File: config.mk
export PLATFORM = sky130hd
export DESIGN_NAME = sublime_i2s_tx
export DESIGN_NICKNAME = d
export VERILOG_FILES = /design/src/rtl/sublime_i2s_tx_pkg.sv /design/src/rtl/sublime_i2s_bclk_gen.sv /design/src/rtl/sublime_i2s_tx.sv
export SDC_FILE = /design/constraint.sdc
export NUM_CORES = 1
export LEC_CHECK = 0
export CAP_MARGIN = 10
export CORE_MARGIN = 2
export CORE_UTILIZATION = 55
export CTS_BUF_LIST = sky130_fd_sc_hd__clkbuf_4
export CTS_CLUSTER_SIZE = 14
export DETAILED_ROUTE_END_ITERATION = 10
export GPL_TIMING_DRIVEN = 0
export PLACE_DENSITY = 0.87
export SLEW_MARGIN = 15
export SYNTH_ARGS = -nofsm -noshare
export SYNTH_HDL_FRONTEND = slang
export SYNTH_SLANG_ARGS = --single-unit
File: constraint.sdc
create_clock -name clk -period 4.5 [get_ports clk]
set_input_delay 0.45 -clock clk [delete_from_list [all_inputs] [get_ports clk]]
set_output_delay 0.45 -clock clk [all_outputs]
set_load 0.01 [all_outputs]
File: src/rtl/sublime_i2s_tx_pkg.sv
// rtl/sublime_i2s_tx_pkg.sv - shared I2S frame geometry, FSM states and slot packing helper
package sublime_i2s_tx_pkg;

  localparam int I2S_FRAME_BITS = 64;
  localparam int I2S_SLOT_BITS  = 32;
  localparam int BIT_CNT_W      = $clog2(I2S_FRAME_BITS);

  typedef enum logic {
    ST_IDLE = 1'b0,
    ST_RUN  = 1'b1
  } i2s_state_e;

  // Keep the top 'bits' MSBs of a slot and zero the remaining tail bits.
  function automatic logic [I2S_SLOT_BITS-1:0] slot_word(input logic [I2S_SLOT_BITS-1:0] s,
                                                        input int bits);
    logic [I2S_SLOT_BITS-1:0] tail_mask;
    tail_mask = (I2S_SLOT_BITS'(1) << (I2S_SLOT_BITS - bits)) - I2S_SLOT_BITS'(1);
    return s & ~tail_mask;
  endfunction

endpackage

File: src/rtl/sublime_i2s_bclk_gen.sv
// rtl/sublime_i2s_bclk_gen.sv - BCLK divider producing the bit clock and its falling-edge strobe
module sublime_i2s_bclk_gen #(
  parameter int CLK_DIV = 2
) (
  input  logic clk,
  input  logic rst,
  input  logic en_i,
  output logic bclk_o,
  output logic fall_o
);

  localparam int CW = $clog2(CLK_DIV);
  localparam logic [CW-1:0] DIV_LAST = CW'(CLK_DIV - 1);

  logic [CW-1:0] div_cnt_q, div_cnt_d;
  logic          bclk_q, bclk_d;
  logic          term;

  assign term   = en_i && (div_cnt_q == DIV_LAST);
  assign fall_o = term && bclk_q;
  assign bclk_o = bclk_q;

  // Disabled means parked at the reset values so a restart always begins on a low BCLK.
  always_comb begin
    div_cnt_d = div_cnt_q;
    bclk_d    = bclk_q;
    if (!en_i) begin
      div_cnt_d = '0;
      bclk_d    = 1'b0;
    end else if (term) begin
      div_cnt_d = '0;
      bclk_d    = ~bclk_q;
    end else begin
      div_cnt_d = div_cnt_q + CW'(1);
    end
  end

  always_ff @(posedge clk or negedge rst) begin
    if (!rst) begin
      div_cnt_q <= '0;
      bclk_q    <= 1'b0;
    end else begin
      div_cnt_q <= div_cnt_d;
      bclk_q    <= bclk_d;
    end
  end

endmodule

File: src/rtl/sublime_i2s_tx.sv
// rtl/sublime_i2s_tx.sv - stereo I2S serialiser: frame FSM, bit counter, shift register, sample request
module sublime_i2s_tx
  import sublime_i2s_tx_pkg::*;
#(
  parameter int CLK_DIV     = 2,
  parameter int SAMPLE_BITS = 24
) (
  input  logic        clk,
  input  logic        rst,
  input  logic        enable,
  input  logic [31:0] left_sample,
  input  logic [31:0] right_sample,
  output logic        sample_req,
  output logic        busy,
  output logic        i2s_bclk,
  output logic        i2s_lrclk,
  output logic        i2s_sdata
);

  localparam logic [BIT_CNT_W-1:0] CNT_LAST = BIT_CNT_W'(I2S_FRAME_BITS - 1);

  i2s_state_e                 state_q, state_d;
  logic [BIT_CNT_W-1:0]       bit_cnt_q, bit_cnt_d, bit_cnt_inc;
  logic [I2S_FRAME_BITS-1:0]  shift_q, shift_d;
  logic                       lrclk_q, lrclk_d;
  logic                       sdata_q, sdata_d;
  logic                       req_q, req_d;
  logic                       run, fall, wrap;

  assign run         = (state_q == ST_RUN);
  assign wrap        = fall && (bit_cnt_q == CNT_LAST);
  assign bit_cnt_inc = bit_cnt_q + BIT_CNT_W'(1);

  sublime_i2s_bclk_gen #(
    .CLK_DIV (CLK_DIV)
  ) u_bclk_gen (
    .clk    (clk),
    .rst    (rst),
    .en_i   (run),
    .bclk_o (i2s_bclk),
    .fall_o (fall)
  );

  always_comb begin
    state_d   = state_q;
    bit_cnt_d = bit_cnt_q;
    shift_d   = shift_q;
    lrclk_d   = lrclk_q;
    sdata_d   = sdata_q;
    req_d     = 1'b0;
    case (state_q)
      ST_IDLE: begin
        if (enable) state_d = ST_RUN;
      end
      ST_RUN: begin
        if (wrap && !enable) begin
          state_d   = ST_IDLE;
          bit_cnt_d = CNT_LAST;
          shift_d   = '0;
          lrclk_d   = 1'b0;
          sdata_d   = 1'b0;
        end else if (fall) begin
          // The wrap fall still emits the previous frame's last right bit before the reload.
          bit_cnt_d = bit_cnt_inc;
          lrclk_d   = bit_cnt_inc[BIT_CNT_W-1];
          sdata_d   = shift_q[I2S_FRAME_BITS-1];
          shift_d   = shift_q << 1;
          if (wrap) begin
            shift_d = {slot_word(left_sample, SAMPLE_BITS), slot_word(right_sample, SAMPLE_BITS)};
            req_d   = 1'b1;
          end
        end
      end
      default: state_d = ST_IDLE;
    endcase
  end

  always_ff @(posedge clk or negedge rst) begin
    if (!rst) begin
      state_q   <= ST_IDLE;
      bit_cnt_q <= CNT_LAST;
      shift_q   <= '0;
      lrclk_q   <= 1'b0;
      sdata_q   <= 1'b0;
      req_q     <= 1'b0;
    end else begin
      state_q   <= state_d;
      bit_cnt_q <= bit_cnt_d;
      shift_q   <= shift_d;
      lrclk_q   <= lrclk_d;
      sdata_q   <= sdata_d;
      req_q     <= req_d;
    end
  end

  assign sample_req = req_q;
  assign busy       = run;
  assign i2s_lrclk  = lrclk_q;
  assign i2s_sdata  = sdata_q;

endmodule

Word level (Yosys, flattened, before mapping)

Cells that the tools add are included.

Bitwise logic cells: 2
Mux-type cells: 20
Div/mod/pow operators: 0
Add/sub/neg operators: 2
Reductions and logical operators: 7
Shifts and indexed selects: 0
Multiply operators: 0
Eq/ne operators: 2
Order comparisons: 0

Operators by type and width:

| operator                                      | number |
|---|---|
| 2-to-1 mux 64 bit                             | 3 |
| 2-to-1 mux 1 bit                              | 14 |
| 2-to-1 mux 6 bit                              | 2 |
| adder 6 x 1 -> 6 bit, second input constant   | 1 |
| == test 6 bit, second input constant          | 1 |
| logical AND 1 bit                             | 4 |
| != test 2 x 1 -> 1 bit, second input constant | 1 |
| NOT 1 bit                                     | 2 |
| case mux 1 bit (2 select lines)               | 1 |
| AND reduction 2 bit                           | 1 |
| nonzero test 2 bit                            | 1 |
| adder 1 bit, second input constant            | 1 |
| zero test 1 bit                               | 1 |

Memories: 0
Bits in writable memories: 0
Word-level logic and storage cells: 41
Bits of input ports: 67
ROM bits: 0
Register bits after elaboration: 76
Bits in latches: 0

Logic depth before layout (Yosys ltp)

Gate-level depths: netlist (run 1).

Depth after elaboration: 7
Depth in mapped cells: 6

Hierarchy

A second synthesis (run 1) with hierarchy kept.

Cells, all modules: 369
Area total of the unflattened synthesis: 3308.2 um^2

Modules (own cells, without submodules):

| module               | cells each | times used | area an instance (um^2) |
|---|---|---|---|
| sublime_i2s_tx       | 363        | 1          | 3226.8 |
| sublime_i2s_bclk_gen | 6          | 1          | 81.3 |

Worst setup path before layout (run 1)

OpenSTA, ideal clock, no wires.

Path kind: register to register
From: register bit_cnt_q[0]
To: register shift_q[10]
Stages on the path, launching flop included: 6
Slack: 2.939 ns
Required time: 4.368 ns
Data arrival time: 1.429 ns
Period minus slack after synthesis: 1.561 ns
Cell sequence: dfstp_2 -> ha_1 -> nand4_1 -> o21ai_2 -> clkbuf_1 -> o21ai_1

Word-level cells in the longest chain between the ends: 5
Elaborated cells between the ends (all ways): 8
Classes of those cells: 1 x eq/ne; 3 x mux; 4 x reduce/logical

RTL lines:

| item                                                            | RTL line                                   | RTL |
|---|---|---|
| from (decl)                                                     | sublime_i2s_tx.sv:23                       | `logic [BIT_CNT_W-1:0] bit_cnt_q, bit_cnt_d, bit_cnt_inc;` |
| from (signal assigned)                                          | sublime_i2s_tx.sv:88                       | `bit_cnt_q <= bit_cnt_d;` |
| == test 6 bit (*)                                               | sublime_i2s_tx.sv:31                       | `assign wrap = fall && (bit_cnt_q == CNT_LAST);` |
| logical AND 1 bit (*)                                           | sublime_i2s_tx.sv:31                       |  |
| 2-to-1 mux 64 bit / logical AND 1 bit (equally long branches)   | sublime_i2s_tx.sv:68, sublime_i2s_tx.sv:56 |  |
| 2-to-1 mux 64 bit / nonzero test 2 bit (equally long branches)  | n/a                                        |  |
| 2-to-1 mux 64 bit / AND reduction 2 bit (equally long branches) | n/a                                        |  |
| to (signal assigned)                                            | sublime_i2s_tx.sv:89                       | `shift_q <= shift_d;` |
| to (decl)                                                       | sublime_i2s_tx.sv:24                       | `logic [I2S_FRAME_BITS-1:0] shift_q, shift_d;` |

Every way passes the cells marked *; elsewhere a longest branch is shown, timed or not. The select of a mux whose other input is x is not followed.
A chain may end at the register's enable or synchronous reset.

Final worst setup path (run 1)

From: register bit_cnt_q[0]
To: register shift_q[62]

The elaborated chain is that of the path after synthesis.

==> impl_metrics.env, run 1 <==
export IMPL_status="complete, no violations"
export IMPL_synth_largest_area_cell="dfrtp_1"
export IMPL_die_h_um=78.6
export IMPL_antenna_found_initial=0
export IMPL_yosysWarnings=0
export IMPL_ys_async_sr_fraction_pct=100
export IMPL_synth_top_area_share_pct=50.7
export IMPL_routed_wl_um=5980
export IMPL_finalInstanceArea_um2=3830
export IMPL_dr_first_iter_drc_count=104
export IMPL_post_cts_resized=0
export IMPL_dieArea_um2=6180
export IMPL_cts_inserted_buffers=9
export IMPL_powerDensity_nw_per_um2=537
export IMPL_grt_max_degree=52
export IMPL_die_x_um=78.6
export IMPL_critical_path_startpoint_type="flop"
export IMPL_grt_pass1_wl_um=10100
export IMPL_netlist_top_cells_area="dfrtp_1 51%, mux2i_1 15%, nand2_1 8.6%"
export IMPL_setup_viol=0
export IMPL_dpl_hpwl_um=4260
export IMPL_maxCapViolCount=0
export IMPL_final_layout_size_suffix_gt1_share_pct=8.52
export IMPL_syn_instance_count=292
export IMPL_dp_cells=420
export IMPL_syn_area_um2=3060
export IMPL_synth_edf_count=0
export IMPL_synth_distinct_cells=29
export IMPL_core_area_um2=5440
export IMPL_power_total_mw=2.06
export IMPL_clock_root_buffer="clkbuf_4"
export IMPL_rsz0062_at_grt="false"
export IMPL_yosysSeqAreaShare_pct=55.8
export IMPL_relSlewSlack_pct=69.5
export IMPL_required_ns=4.78
export IMPL_period_share_pct=42.1
export IMPL_placed_area_um2=3730
export IMPL_wl_per_cell_um=13.7
export IMPL_stdcell_count=436
export IMPL_cts_setup_buffers=0
export IMPL_synthFlopType="dfrtp_1"
export IMPL_worst_clock_skew_ns=0.00819
export IMPL_grt_use_total_pct=21.4
export IMPL_clock_sinks=68
export IMPL_max_slew_worst_pin_slew_ns=0.457
export IMPL_via_per_inst=5.26
export IMPL_initial_core_util_pct=56.3
export IMPL_first_global_vias=2283
export IMPL_clk_latency_ns=0.40
export IMPL_fmax_mhz=527
export IMPL_num_rows=27
export IMPL_grt_ovfl_total=0
export IMPL_slew_viol_final=0
export IMPL_place_ws_ns=2.43
export IMPL_postRouteAntennaNets=0
export IMPL_h_tree_depth=3
export IMPL_peakVddDrop_uv=330
export IMPL_gp_congestion=0.775
export IMPL_drc=0
export IMPL_io_pins=72
export IMPL_nNetsFinal=428
export IMPL_hold_viol_final=0
export IMPL_syn_nets=360
export IMPL_path_clk_slew_ns=0.10
export IMPL_arrival_ns=2.17
export IMPL_worstPathMaxFanout=10
export IMPL_yosysMostFrequentCell="nand2_1"
export IMPL_fillers=443
export IMPL_cts_max_path_buffers=2
export IMPL_tns_ns=0
export IMPL_firstDrtPassIters=4
export IMPL_vias=2294
export IMPL_ys_top_cells_by_count="70 x nand2_1, 62 x dfrtp_1, 47 x mux2i_1"
export IMPL_hold_path_class="in2async"
export IMPL_fin_ws_ns=2.60
export IMPL_areaGrowthSynthToFinish_pct=25.2
export IMPL_crit_type="reg2reg"
export IMPL_holdBufCountCts=1
export IMPL_synth_seq_cells=68
export IMPL_end_kind="flop"
export IMPL_portBuffers=55
export IMPL_layout_min_cycle_time_ns=1.90
export IMPL_cts_tree="built"
export IMPL_p_leak_nw=1.93
export IMPL_antenna_cells=0
export IMPL_syn_area_per_cell_um2=10.5
-- worst paths after layout --
path                                                from  slack [ns]                       end  depth (start not counted)
min in group clk                 shift_q[30]$_DFFE_PN0P_        0.49   shift_q[30]$_DFFE_PN0P_                          2
worst min-delay path                                 rst        0.45   shift_q[42]$_DFFE_PN0P_                          2
worst max register to register  bit_cnt_q[0]$_DFFE_PN1P_        2.60   shift_q[62]$_DFFE_PN0P_                          5
max in group asynchronous                            rst        3.47  bit_cnt_q[5]$_DFFE_PN1P_                          3
worst max-delay path            bit_cnt_q[0]$_DFFE_PN1P_        2.60   shift_q[62]$_DFFE_PN0P_                          5
worst min register to register   shift_q[30]$_DFFE_PN0P_        0.49   shift_q[30]$_DFFE_PN0P_                          2
-- logic make-up after synthesis --
logic type,count (synthesis),synth area share (%)
and+or+nand+nor,86,11.9
DFF,68,55.8
AOI/OAI and AO/OA,64,10.9
muxes,48,15.7
buffers and inverters,21,4.04
xor gates and xnor gates,4,1.14
adders and majority gates,1,0.408
-- registers in the layout, summed over array words and instances, names as in the netlist --
signal and flops:
shift_q 56, bit_cnt_q 6, busy 1, i2s_lrclk 1
i2s_sdata 1, sample_req 1, u_bclk_gen.bclk_o 1, u_bclk_gen.div_cnt_q 1
-- layout by cell type, fill, tap and decap left out --
cell type and count:
o21ai_1 44, nand3_1 2, clkbuf_4 10, buf_2 3, nor3_1 1, mux2i_1 47
nand4_1 3, dfstp_2 6, buf_6 5, xnor2_1 2, a21oi_1 9, o22a_1 1
a22o_1 2, inv_1 2, nand2_1 70, o21ai_2 1, buf_16 1, nand3_4 1
dfrtp_1 62, buf_4 2, clkbuf_1 10, clkinv_1 4, ha_1 1, o21ai_0 7
xor2_1 2, dlygate4sd3_1 1, nor2_1 3, and3_1 2, mux2_2 1, clkinv_2 1
clkdlybuf4s50_1 54, nand2b_1 1, and4_1 1, and2_1 1, nor2b_1 1
-- through the flow --
step	hold WS [ns]	util, %
CTS	0.440	70.5
global route	0.454	70.5
floorplan	0.154	-
global placement	0.461	68.1
detailed placement	0.342	68.6
finish	0.455	70.5
-- final cells by class --
type / count / area (um^2) / area share [%]
Buffer: 19 / 116 / 3.04
Clock buffer: 10 / 75.1 / 1.96
Clock inverter: 5 / 20.0 / 0.522
Inverter: 2 / 7.51 / 0.196
Multi-Input combinational cell: 203 / 1230 / 32.1
Sequential cell: 68 / 1710 / 44.6
Tap cell: 72 / 90.1 / 2.35
Timing Repair Buffer: 57 / 586 / 15.3
-- per-layer routing --
metal | up-vias | GRT usage, % | routed length (um)
li1 | 1137 | - | -
met1 | 1105 | 26.1 | 2640
met2 | 44 | 35.9 | 2970
met3 | 8 | 4.71 | 261
met4 | 0 | 10.9 | 110
met5 | - | 0 | 0
-- critical path, stage by stage (launching register included) --
cell      delay, ns
dfstp_2        0.57
ha_1           0.20
nand4_1        0.15
o21ai_2        0.31
clkbuf_1       0.39
o21ai_1        0.15
-- where the power goes --
group / leakage [nW] / total (mW) / switching (mW) / internal, mW
clock: 0.0562 / 0.306 / 0.197 / 0.109
combinational: 0.972 / 0.741 / 0.429 / 0.312
sequential: 0.899 / 1.01 / 0.152 / 0.861
total: 1.93 / 2.06 / 0.777 / 1.28
No activity file was read; power rests on OpenSTA's default activity.
==> inputs of run 2 (changes only) <==
--- a/config.mk
+++ b/config.mk
@@ -7,12 +7,12 @@
 export LEC_CHECK = 0
 export CAP_MARGIN = 10
 export CORE_MARGIN = 2
-export CORE_UTILIZATION = 55
+export CORE_UTILIZATION = 46
 export CTS_BUF_LIST = sky130_fd_sc_hd__clkbuf_4
 export CTS_CLUSTER_SIZE = 14
 export DETAILED_ROUTE_END_ITERATION = 10
 export GPL_TIMING_DRIVEN = 0
-export PLACE_DENSITY = 0.87
+export PLACE_DENSITY = 0.78
 export SLEW_MARGIN = 15
 export SYNTH_ARGS = -nofsm -noshare
 export SYNTH_HDL_FRONTEND = slang
==> constraint.sdc (replaced) <==
create_clock -name clk -period 1.7 [get_ports clk]
set_input_delay 0.17 -clock clk [delete_from_list [all_inputs] [get_ports clk]]
set_output_delay 0.17 -clock clk [all_outputs]
set_load 0.01 [all_outputs]
==> run 2 against run 1 <==
  * The flow now finishes with violations (negative setup slack)
  * Setup slack lost 2.6 ns
  * Non-clock buffer count is the same
  * Critical endpoint is now shift_q[21]$_DFFE_PN0P_
  * Count of clock-buffer cells in the layout grew 3
  * Power increased to 2.8 times the previous value
  * Largest cell class unchanged
  * Register-to-register slack worse by 2.6 ns
==> impl_metrics.env, run 2 (synthesized netlist as in run 1, its figures left out) <==
export IMPL_status="complete, but fails checks"
export IMPL_violations="negative setup slack"
export IMPL_clock_sinks=68
export IMPL_relSlewSlack_pct=71.0
export IMPL_netSwitchingFraction_pct=36.3
export IMPL_intPower_mw=3.71
export IMPL_comb_power_share_pct=35.8
export IMPL_grt_pass1_wl_um=10600
export IMPL_place_ws_ns=-0.204
export IMPL_grt_max_degree=54
export IMPL_dp_cells=425
export IMPL_crit_type="reg2reg"
export IMPL_path_buf_inv=1
export IMPL_hold_viol_final=0
export IMPL_layout_min_cycle_time_ns=1.71
export IMPL_power_total_mw=5.82
export IMPL_end_kind="flop"
export IMPL_slew_viol_final=0
export IMPL_wl_per_cell_um=13.9
export IMPL_worstPathMaxFanout=10
export IMPL_mostFrequentLayoutCells="70 x nand2_1, 62 x dfrtp_1, 54 x clkdlybuf4s50_1"
export IMPL_antenna_cells=0
export IMPL_dieArea_um2=7330
export IMPL_max_slew_worst_pin_slew_ns=0.436
export IMPL_required_ns=1.99
export IMPL_dr_first_iter_drc_count=90
export IMPL_fin_ws_ns=-0.00661
export IMPL_grt_ovfl_total=0
export IMPL_arrival_ns=2.00
export IMPL_peakVddDrop_uv=693
export IMPL_hold_ws_ns=0.159
export IMPL_via_per_inst=5.14
export IMPL_areaGrowthSynthToFinish_pct=28.6
export IMPL_final_layout_size_suffix_gt1_share_pct=11.5
export IMPL_stdcell_count=442
export IMPL_regMostFlops="shift_q"
export IMPL_finalInstanceArea_um2=3940
export IMPL_slowest_stage="dfstp_2"
export IMPL_routed_wl_um=6140
export IMPL_die_h_um=85.6
export IMPL_h_tree_depth=3
export IMPL_critical_path_startpoint_type="flop"
export IMPL_hold_path_class="in2async"
export IMPL_core_area_um2=6390
export IMPL_path_cells="ha_4, nand4_1, o21ai_4, clkbuf_4, o21ai_1"
export IMPL_top_regs="shift_q (56), bit_cnt_q (6)"
export IMPL_antenna_found_initial=0
export IMPL_period_share_pct=100
export IMPL_largest_reg_flops=56
export IMPL_clockPowerShare_pct=18.1
export IMPL_path_clk_slew_ns=0.11
export IMPL_fmax_mhz=586
export IMPL_first_global_vias=2375
export IMPL_postRouteAntennaNets=0
export IMPL_p_seq_share_pct=46.1
export IMPL_max_stage_delay_ns=0.58
export IMPL_grt_use_total_pct=18.6
export IMPL_portBuffers=55
export IMPL_nNetsFinal=428
export IMPL_power_switching_mw=2.11
export IMPL_reg2reg_depth=5
export IMPL_gp_congestion=0.763
export IMPL_final_common_cell="nand2_1"
export IMPL_clock_root_buffer="clkbuf_4"
export IMPL_initial_core_util_pct=48.0
export IMPL_cts_max_path_buffers=2
export IMPL_crit_cells=5
export IMPL_vias=2271
export IMPL_clk_latency_ns=0.40
export IMPL_powerDensity_nw_per_um2=1480
export IMPL_die_x_um=85.6
export IMPL_dpl_hpwl_um=4210
export IMPL_num_rows=29
export IMPL_maxCapViolCount=0
export IMPL_cts_inserted_buffers=9
export IMPL_firstDrtPassIters=4
export IMPL_placed_area_um2=3730
export IMPL_io_pins=72
export IMPL_rsz0062_at_grt="true"
export IMPL_drc=0
export IMPL_worst_clock_skew_ns=0.0156
export IMPL_cts_tree="built"
export IMPL_p_leak_nw=1.97
export IMPL_cp_top_family="flip-flops"
export IMPL_setup_viol=5
## run 2: changes by cell type in the layout (fill, tap and decap cells not counted), sizes merged
cell / change
clkinv: -3
bufinv: +1
buf: +2
clkbuf: +1
## run 2: power by group through the flow
stage                     registers (mW)  logic, mW  clock network (mW)
after floorplan                     2.61       1.39                   0
after global placement              2.67       1.89                   0
after detailed placement            2.70       1.97                   0
after CTS                           2.68       2.09                1.07
after global routing                2.77       2.39                1.15
final                               2.68       2.09                1.05
## run 2: repair_timing
action / 4_1_cts / 5_1_grt
buffers inserted: 1 / 0
gates resized for setup: 15 / 5
hold buffers: 1 / 0
setup endpoints to repair: 53 / 38
endpoints found under the hold margin: 62 / 0
pin swaps: 1 / 1
## run 2: path summary, 6_finish.rpt
path / from / to / slack [ns]
max: bit_cnt_q[0]$_DFFE_PN1P_ / shift_q[21]$_DFFE_PN0P_ / -0.007
min: rst / shift_q[29]$_DFFE_PN0P_ / 0.16
max reg2reg: bit_cnt_q[0]$_DFFE_PN1P_ / shift_q[21]$_DFFE_PN0P_ / -0.007
min reg2reg: shift_q[27]$_DFFE_PN0P_ / shift_q[27]$_DFFE_PN0P_ / 0.50
max in group asynchronous: rst / bit_cnt_q[5]$_DFFE_PN1P_ / 0.95
min in group clk: right_sample[27] / shift_q[27]$_DFFE_PN0P_ / 0.38
## run 2: worst reg2reg max path, delay by kind of cell, from the launching register on
family,cells,cell delay [ns]
AOI/OAI and AO/OA,2,0.40
adders and majority gates,1,0.16
buffers and inverters,1,0.26
DFF,1,0.58
and+or+nand+nor,1,0.19
## run 2: routing by layer
| metal | part of all wire (%) | GRT usage (%) |
|---|---|---|
| met5 | 0 | 0 |
| met1 | 48 | 24.5 |
| met3 | 4.8 | 3.75 |
| met4 | 2.0 | 9.52 |
| met2 | 45 | 29.4 |
## run 2: through the flow
step / utilization, % / TNS [ns]
2_1_floorplan: - / 0
3_5_place_dp: 58.5 / -6.33
5_1_grt: 61.7 / -0.893
4_1_cts: 61.7 / 0
6_report: 61.7 / -0.0166
3_3_place_gp: 58.1 / -119.93
## run 2: final cells by class
type                            instances  area (um^2)
Timing Repair Buffer                   58          593
Buffer                                 18          143
Multi-Input combinational cell        203         1260
Clock inverter                          3         37.5
Sequential cell                        68         1710
Tap cell                               77         96.3
Inverter                                2         7.51
Clock buffer                           13         97.6
Fill cell                             555         2450
